==> src/rtl/program_counter.sv <==
// Fetch-stage program counter: holds the address of the instruction being
// fetched and selects sequential, branch or register-indirect jump next-PC.
module program_counter #(
  parameter int unsigned      XLEN       = 32,
  parameter logic [XLEN-1:0]  RESET_ADDR = '0,
  parameter int unsigned      PC_STEP    = 4
) (
  input  logic            clk,
  input  logic            reset,
  input  logic [XLEN-1:0] src1_value,
  input  logic [XLEN-1:0] imm_value,
  input  logic            is_branch,
  input  logic            is_jump,
  output logic [XLEN-1:0] pc
);

  logic [XLEN-1:0] pc_q;
  logic [XLEN-1:0] pc_d;
  logic [XLEN-1:0] seq_target;
  logic [XLEN-1:0] branch_target;
  logic [XLEN-1:0] jump_sum;
  logic [XLEN-1:0] jump_target;

  // Candidate targets; all sums wrap modulo 2^XLEN with carry discarded.
  always_comb begin
    seq_target    = pc_q + XLEN'(PC_STEP);
    branch_target = pc_q + imm_value;
    jump_sum      = src1_value + imm_value;
    jump_target   = {jump_sum[XLEN-1:1], 1'b0};
  end

  // Next-PC select: jump beats branch, otherwise fall through sequentially.
  always_comb begin
    pc_d = seq_target;
    if (is_jump) begin
      pc_d = jump_target;
    end else if (is_branch) begin
      pc_d = branch_target;
    end
  end

  // PC register; reset is asynchronous and active-low.
  always_ff @(posedge clk or negedge reset) begin
    if (!reset) begin
      pc_q <= RESET_ADDR;
    end else begin
      pc_q <= pc_d;
    end
  end

  assign pc = pc_q;

endmodule

==> config.mk <==
export PLATFORM = sky130hd
export DESIGN_NAME = program_counter
export DESIGN_NICKNAME = d
export VERILOG_FILES = /design/src/rtl/program_counter.sv
export SDC_FILE = /design/constraint.sdc
export NUM_CORES = 1
export LEC_CHECK = 0
export ABC_AREA = 1
export BUFFER_PORTS_ARGS = -buffer_cell sky130_fd_sc_hd__buf_2
export CORE_MARGIN = 2
export CORE_UTILIZATION = 60
export CTS_CLUSTER_SIZE = 12
export DETAILED_ROUTE_END_ITERATION = 8
export GPL_TIMING_DRIVEN = 0
export PLACE_DENSITY = 0.87
export SLEW_MARGIN = 30
export SYNTH_ARGS = -nofsm -noshare
export SYNTH_HDL_FRONTEND = slang
export SYNTH_SLANG_ARGS = --single-unit
export TNS_END_PERCENT = 30
==> constraint.sdc <==
create_clock -name clk -period 2.2 [get_ports clk]
set_input_delay 0.22 -clock clk [delete_from_list [all_inputs] [get_ports clk]]
set_output_delay 0.22 -clock clk [all_outputs]
set_load 0.02 [all_outputs]
# After elaboration in Yosys (flattened, before gate mapping)
# Index checks and enable logic that the tools add are counted.
# totals
ff_bits	32
elab_cells	6
in_bits	68
# op_classes
muxes	2
addsub	3
# ops
op	n
adder 32 bit	2
two-way mux 32 bit	2
adder 32 x 3 -> 32 bit, second input constant	1

# Logic depth before layout (Yosys ltp)
# Gate-level depths: netlist of the first run.
# depth
ltp_word	3
mapped_depth	15
mapped_depth_nobuf	15

# Worst setup path before layout of the first run
# OpenSTA, ideal clock, no wires.
# synth_path
path_type	flip-flop to flip-flop
start	register pc_q[0] (netlist: pc[0])
end	register pc_q[20] (netlist: pc[20])
slack_ns	0.164
n_path_buf	0
synth_period_minus_slack_ns	2.036
setup_time_ns	0.077
arrival_ns	1.958
path_stages_with_launch	15
path_cell_list	dfrtp_1 ha_1 inv_1 fa_1 inv_1 nand3_1 nand3_1 nand2_1 nand2_1 nand2_1 nand2_1 nand2_1 nand3_1 nand3_1 a21oi_1
# synth_via
elab_chain_cells	3
# synth_lines
element	line_no	source
start, declared	17	logic [XLEN-1:0] pc_q;
start signal, assigned	47	pc_q <= pc_d;
adder 32 x 3 -> 32 bit / adder 32 bit (equally long branches)	26, 27	
two-way mux 32 bit (*)	37	end else if (is_branch) begin
two-way mux 32 bit (*)	35	if (is_jump) begin
via pc_d[20]	18	logic [XLEN-1:0] pc_d;
# Mark *: on every way through the listed nets, which the timed path passes. The rest lies on a longest branch.

# Final worst setup path of the first run
# Ends and elaborated chain as after synthesis.

==> key figures, run 1 <==
Outcome
  – Outcome: finished, violations left
  – Failing checks: hold timing

Critical path
  – Critical path type: reg -> reg
  – R2R setup slack: between 0.04 and 0.05 ns
  – Element type at the critical path end: register
  – FF-to-FF End: pc[20]$_DFF_PN0_
  – Cells on worst reg2reg path: 14
  – Critical-path maximum fanout: 4
  – Critical Path RT: 2.42 ns
  – CP arrival: around 2.4 ns
  – CP Launch Type: register
  – Worst r2r src: pc[0]$_DFFE_PN0P_
  – Worst Setup SP: pc[0]$_DFFE_PN0P_

STA
  – Unrepaired setup endpoints after global routing: yes
  – Final Hold Vio Count: 32
  – Worst-Margin Slew: 0.729 ns
  – Hold WS: -0.0197 ns
  – Final setup violating endpoints: 0
  – Slew Viols, Final: 0
  – Slew HR: 51.4%
  – Period utilization: 98.2%
  – Skew final: 0.00589 ns
  – Max frequency: 0.463 GHz
  – Fin crit period: 2.16 ns

CTS
  – Cts hold-fix bufs: 0
  – Clk buf depth: 2
  – Root buf cell: clkbuf_8
  – CTS Buf Count: 5
  – H-Tree Depth: 2
  – Clock Latency Late Sink: 0.29 ns
  – Reg clk slew, reported paths: 0.08 ns
  – CTS tree: yes
  – Clk sinks: 32

Detailed routing
  – DR vias: 8627
  – Total Routed Length: 24.8 mm
  – # DRC: 0
  – DRT iter0 DRCs: 866
  – Vias per std cell: 5.77
  – Post-route ant nets: 0
  – Wire per inst: approximately 17 um
  – TritonRoute pass-1 iters: 6

Global routing
  – Global-route usage over all layers: between 30 and 40%
  – Initial antenna violation count: 0
  – Largest net degree at the start of global routing: 33
  – First-pass GRT wire length: between 30 and 40 mm
  – Grt total ovfl: 0
  – Vias in the first global route: 7629

Floorplan
  – Horiz. Die Dim: 110 um
  – Core ar.: 0.0108 sq mm
  – Initial Utilization: 61.6%
  – FP Rows: 38
  – I/O pins: 100
  – Die area: 0.0120 sq mm
  – Chip height: between 100 and 150 um

Synth
  – Distinct cells, synth: 43
  – Top-area cell type share of the netlist area: around 25%
  – Ranking of synthesized cells by area: nand2_1 25%, dfrtp_1 12%, ha_1 12%
  – Syn Std Cell Area: approximately 0.0067 sq mm
  – Synth Instances: ~1200
  – Syn_nets: 1373
  – Flops & latches, synth: 32
  – Leading area contributor after synthesis: nand2_1
  – Synth warn: 0
  – Seq/Total Area, Yosys: 12.0%
  – Synth Area per Inst: 5.38 sq um

Power and ir drop
  – Clock network fraction of total power: 9.2%
  – Reg power frac: 20.7%
  – Peak supply drop: 297 uV
  – Power Density: between 600 and 700 mW/mm^2
  – Net Sw Frac: between 50% and 60%
  – Psw: 2880 uW
  – Leakage: about 0.0044 uW
  – Combinational share of power: 70.1%
  – Power Total: 5100 uW
  – Int Pwr: between 2000 and 2500 uW

Cells and area
  – Most common cell after layout, fill and taps aside: nand2_1
  – Most frequent cells in the layout: 438 x nand2_1, 199 x inv_1, 101 x nor2_1, 101 x nand3_1, 99 x buf_2
  – Final Net Count: 1486
  – Layout cells sized above 1: 14.9%
  – Area delta synth->final: 16.9%
  – Antenna Cells: 0
  – Final Cell Area: 0.00781 sq mm
  – Finished Layout Cells: 1495
  – Max FFs per register: 32

Job
  – Max_cap viols: 0

Worst hold path
  – Worst min-delay path class: in -> async

Place
  – Placed cells: 1479
  – Hpwl dp: 19.8 mm
  – Port Buffers: 98
  – Routability cong.: 0.993
  – Area post-placement: 0.00734 sq mm
## power groups by stage
| stage | clock [uW] | sequential (uW) | combinational (uW) |
|---|---|---|---|
| after floorplan | 0 | 1080 | 2140 |
| after global placement | 0 | 995 | 3100 |
| after detailed placement | 0 | 999 | 3150 |
| after CTS | 466 | 987 | 3170 |
| after global routing | 497 | 1060 | 3940 |
| final | 471 | 1050 | 3580 |
## what timing repair did
action / CTS / global route
pin swaps: 0 / 4
gates resized for setup: 2 / 58
setup endpoints to repair: 3 / 21
setup buffers: 0 / 8
## cells by family after synthesis
group           count (synthesis)  synth area share (%)
fa+ha+maj                      64                  12.2
xor+xnor                       20                  2.62
simple gates                  733                  46.9
compound gates                168                  13.7
buf+inv                       224                  12.6
flops                          32                  12.0
## through the flow
stage	util, %	setup TNS (ns)	worst slack [ns]
floorplan	-	0	0.164
global placement	67.8	-0.0561	-0.0225
detailed placement	67.8	-0.107	-0.0477
CTS	68.6	0	0.0222
global route	72.0	-0.229	-0.0732
finish	72.0	0	0.0400
## worst max-delay path, stage by stage (launching register included)
cell     delay (ns)
dfrtp_1        0.36
ha_2           0.18
inv_1          0.05
fa_1           0.38
inv_2          0.12
nand3_2        0.08
nand3_2        0.08
nand2_1        0.06
nand2_2        0.11
nand2_1        0.07
nand2_2        0.11
nand2_1        0.09
nand3_1        0.08
nand3_1        0.12
a21oi_1        0.18
## Yosys cell counts (all sizes together)
master / number
nor3: 24
nand3: 105
nor2: 117
a31oi: 4
dfrtp: 32
o211ai: 2
clkinv: 4
nor4: 1
o221ai: 2
a22o: 1
inv: 209
a21oi: 94
nand4: 16
nand3b: 11
xor2: 15
nand2: 452
nor3b: 2
and2: 4
o21bai: 11
and3: 1
clkbuf: 7
a21o: 2
ha: 62
buf: 4
fa: 2
a22oi: 2
xnor2: 5
o21ai: 48
a32oi: 1
a21boi: 1
## how the worst max path moves through the flow
stage | slack [ns] | to | cells after the start
final | 0.04 | pc[20]$_DFF_PN0_ | 14
after global routing | -0.07 | pc[30]$_DFF_PN0_ | 11
after CTS | 0.02 | pc[23]$_DFF_PN0_ | 14
after detailed placement | -0.05 | pc[20]$_DFF_PN0_ | 14
after global placement | -0.02 | pc[12]$_DFF_PN0_ | 14
after floorplan | 0.16 | pc[20]$_DFF_PN0_ | 14
## metal layers
layer / vias up / track usage, % / share of wire, %
met5: - / 0 / 0
met1: 3794 / 51.4 / 38
met4: 0 / 17.0 / 4.4
met3: 95 / 8.24 / 13
met2: 541 / 64.0 / 45
li1: 4197 / - / -
## area by class of cell
cell class	instances	area, sq um
fill	1008	3030
inverter	213	801
clock buffer	6	72.6
timing repair buffer	106	551
sequential	32	815
multi-input combinational	985	5330
buffer	11	42.5
tap	140	175
clock inverter	2	16.3
Note: power is estimated with default switching activity, not from simulation.
==> run 2, diff against run 1 <==
--- a/config.mk
+++ b/config.mk
@@ -13,6 +13,7 @@
 export DETAILED_ROUTE_END_ITERATION = 8
 export GPL_TIMING_DRIVEN = 0
 export PLACE_DENSITY = 0.87
+export SETUP_SLACK_MARGIN = 0.15
 export SLEW_MARGIN = 30
 export SYNTH_ARGS = -nofsm -noshare
 export SYNTH_HDL_FRONTEND = slang
==> run 2 against run 1 <==
Compared with the run above: the run still ends with hold timing left; sequential power about the same; cell count grew 1.9%; worst setup slack got worse by 0.015 ns; clock-buffer cell count unchanged; hold slack gained 0.00084 ns; largest power group unchanged; highest routed layer unchanged.
==> key figures, run 2 (same netlist as run 1, synthesis figures left out) <==
STA
  – Slew Viols, Final: 0
  – Fin crit period: 2.17 ns
  – Max frequency: 0.460 GHz
  – Hold WS: -0.0188 ns
  – Unrepaired setup endpoints after global routing: yes
  – Period utilization: around 99%
  – Final Hold Vio Count: 27
  – Final setup violating endpoints: 0
  – Slew HR: about 50%
  – Worst-Margin Slew: 0.749 ns
  – Skew final: 0.00627 ns
  – Setup ws final: approximately 0.025 ns

Detailed routing
  – DR vias: 9132
  – Wire per inst: 17.7 um
  – # DRC: 0
  – DRT iter0 DRCs: approximately 1200
  – TritonRoute pass-1 iters: 7
  – Post-route ant nets: 0
  – Total Routed Length: 27.0 mm
  – Vias per std cell: about 6.0

CTS
  – Clk buf depth: 2
  – Cts hold-fix bufs: 0
  – CTS Buf Count: 5
  – Clk sinks: 32
  – H-Tree Depth: 2
  – CTS tree: yes
  – Root buf cell: clkbuf_8
  – Clock Latency Late Sink: 0.30 ns
  – Reg clk slew, reported paths: about 0.080 ns

Global routing
  – First-pass GRT wire length: between 30 and 40 mm
  – Vias in the first global route: approximately 7700
  – Initial antenna violation count: 0
  – Grt total ovfl: 0
  – Global-route usage over all layers: 40.4%
  – Largest net degree at the start of global routing: 33

Cells and area
  – Finished Layout Cells: 1523
  – Area delta synth->final: 23.7%
  – Most common cell after layout, fill and taps aside: nand2_1
  – Layout cells sized above 1: 20.2%
  – Most frequent cells in the layout: 422 x nand2_1, 198 x inv_1, 99 x buf_2, 98 x nor2_1, 98 x nand3_1
  – Fill cells: 897
  – Max FFs per register: 32
  – Antenna Cells: 0
  – Final Net Count: 1514

Floorplan
  – FP Rows: 38
  – Core ar.: 0.0108 sq mm
  – Die area: 0.0120 sq mm
  – I/O pins: 100
  – Horiz. Die Dim: 110 um
  – Initial Utilization: 61.6%
  – Chip height: approximately 110 um

Place
  – Routability cong.: 0.993
  – Placed cells: 1479
  – Post-place setup slack: -0.0477 ns
  – Hpwl dp: 19.8 mm
  – Port Buffers: 98

Power and ir drop
  – Power Total: 5640 uW
  – Leakage: 0.00456 uW
  – Peak supply drop: 356 uV
  – Power Density: slightly below 700 mW/mm^2

Critical path
  – R2R setup slack: around 0.025 ns
  – Delay-heaviest family, CP: adder cells
  – Critical path type: reg -> reg
  – Element type at the critical path end: register
  – Cells on worst reg2reg path: 11
  – Slowest cell delay on critical path: 0.36 ns
  – CP arrival: 2.37 ns
  – Top cell by count, worst path: nand2_1
  – Worst r2r src: pc[0]$_DFFE_PN0P_
  – Worst Setup SP: pc[0]$_DFFE_PN0P_
  – Critical-path maximum fanout: 3
  – FF-to-FF End: pc[6]$_DFF_PN0_
  – CP max-delay cell: dfrtp_1
  – Critical path cell sequence: ha_2 -> inv_2 -> fa_2 -> inv_4 -> buf_6 -> nand2_1 -> nand4_1 -> buf_4 -> xor2_1 -> nand2_1 -> a32oi_1
  – CP Launch Type: register
  – Critical Path RT: between 2 and 2.5 ns
  – WP buf/inv: 4

Worst hold path
  – Worst min-delay path class: in -> async

Job
  – Max_cap viols: 0

Outcome
  – Failing checks: hold timing
  – Outcome: finished, violations left
==> run 2: worst max-delay path by stage <==
stage	end	cells after the start
after global routing	pc[14]$_DFF_PN0_	14
final	pc[6]$_DFF_PN0_	11
after floorplan	pc[20]$_DFF_PN0_	14
after CTS	pc[23]$_DFF_PN0_	12
after detailed placement	pc[20]$_DFF_PN0_	14
after global placement	pc[12]$_DFF_PN0_	14
==> run 2: cell type report <==
cell class                      count  area (sq um)  area share (%)
Timing Repair Buffer              134           764            9.25
Clock inverter                      2          16.3           0.197
Inverter                          213           803            9.72
Buffer                             11          42.5           0.515
Clock buffer                        6          72.6           0.879
Tap cell                          140           175            2.12
Sequential cell                    32           832            10.1
Multi-Input combinational cell    985          5550            67.2
==> run 2: repair_timing <==
action / CTS / global route
pin swaps: 3 / 22
setup buffers: 4 / 32
gates resized for setup: 11 / 108
endpoints found under the setup margin: 16 / 25
==> run 2: power breakdown <==
| group | switching (uW) | leakage (uW) | internal (uW) |
|---|---|---|---|
| Clock | 254 | 0.0000414 | 225 |
| Combinational | 2560 | 0.00417 | 1540 |
| Sequential | 321 | 0.000351 | 745 |
==> run 2: through the flow <==
stage                     instance area, sq um  setup TNS (ns)  utilization, %
after floorplan                           6680               0               -
after global placement                    7340         -0.0561            67.8
after detailed placement                  7340          -0.107            67.8
after CTS                                 7530               0            69.4
after global routing                      8260               0            76.2
final                                     8260               0            76.2
==> run 2: metal layers <==
layer | vias to the layer above | part of all wire [%] | GRT usage, %
met3 | 175 | 13 | 8.12
met5 | - | 0 | 0
met4 | 0 | 5.9 | 16.5
met1 | 4005 | 37 | 52.4
li1 | 4248 | - | -
met2 | 704 | 44 | 65.3
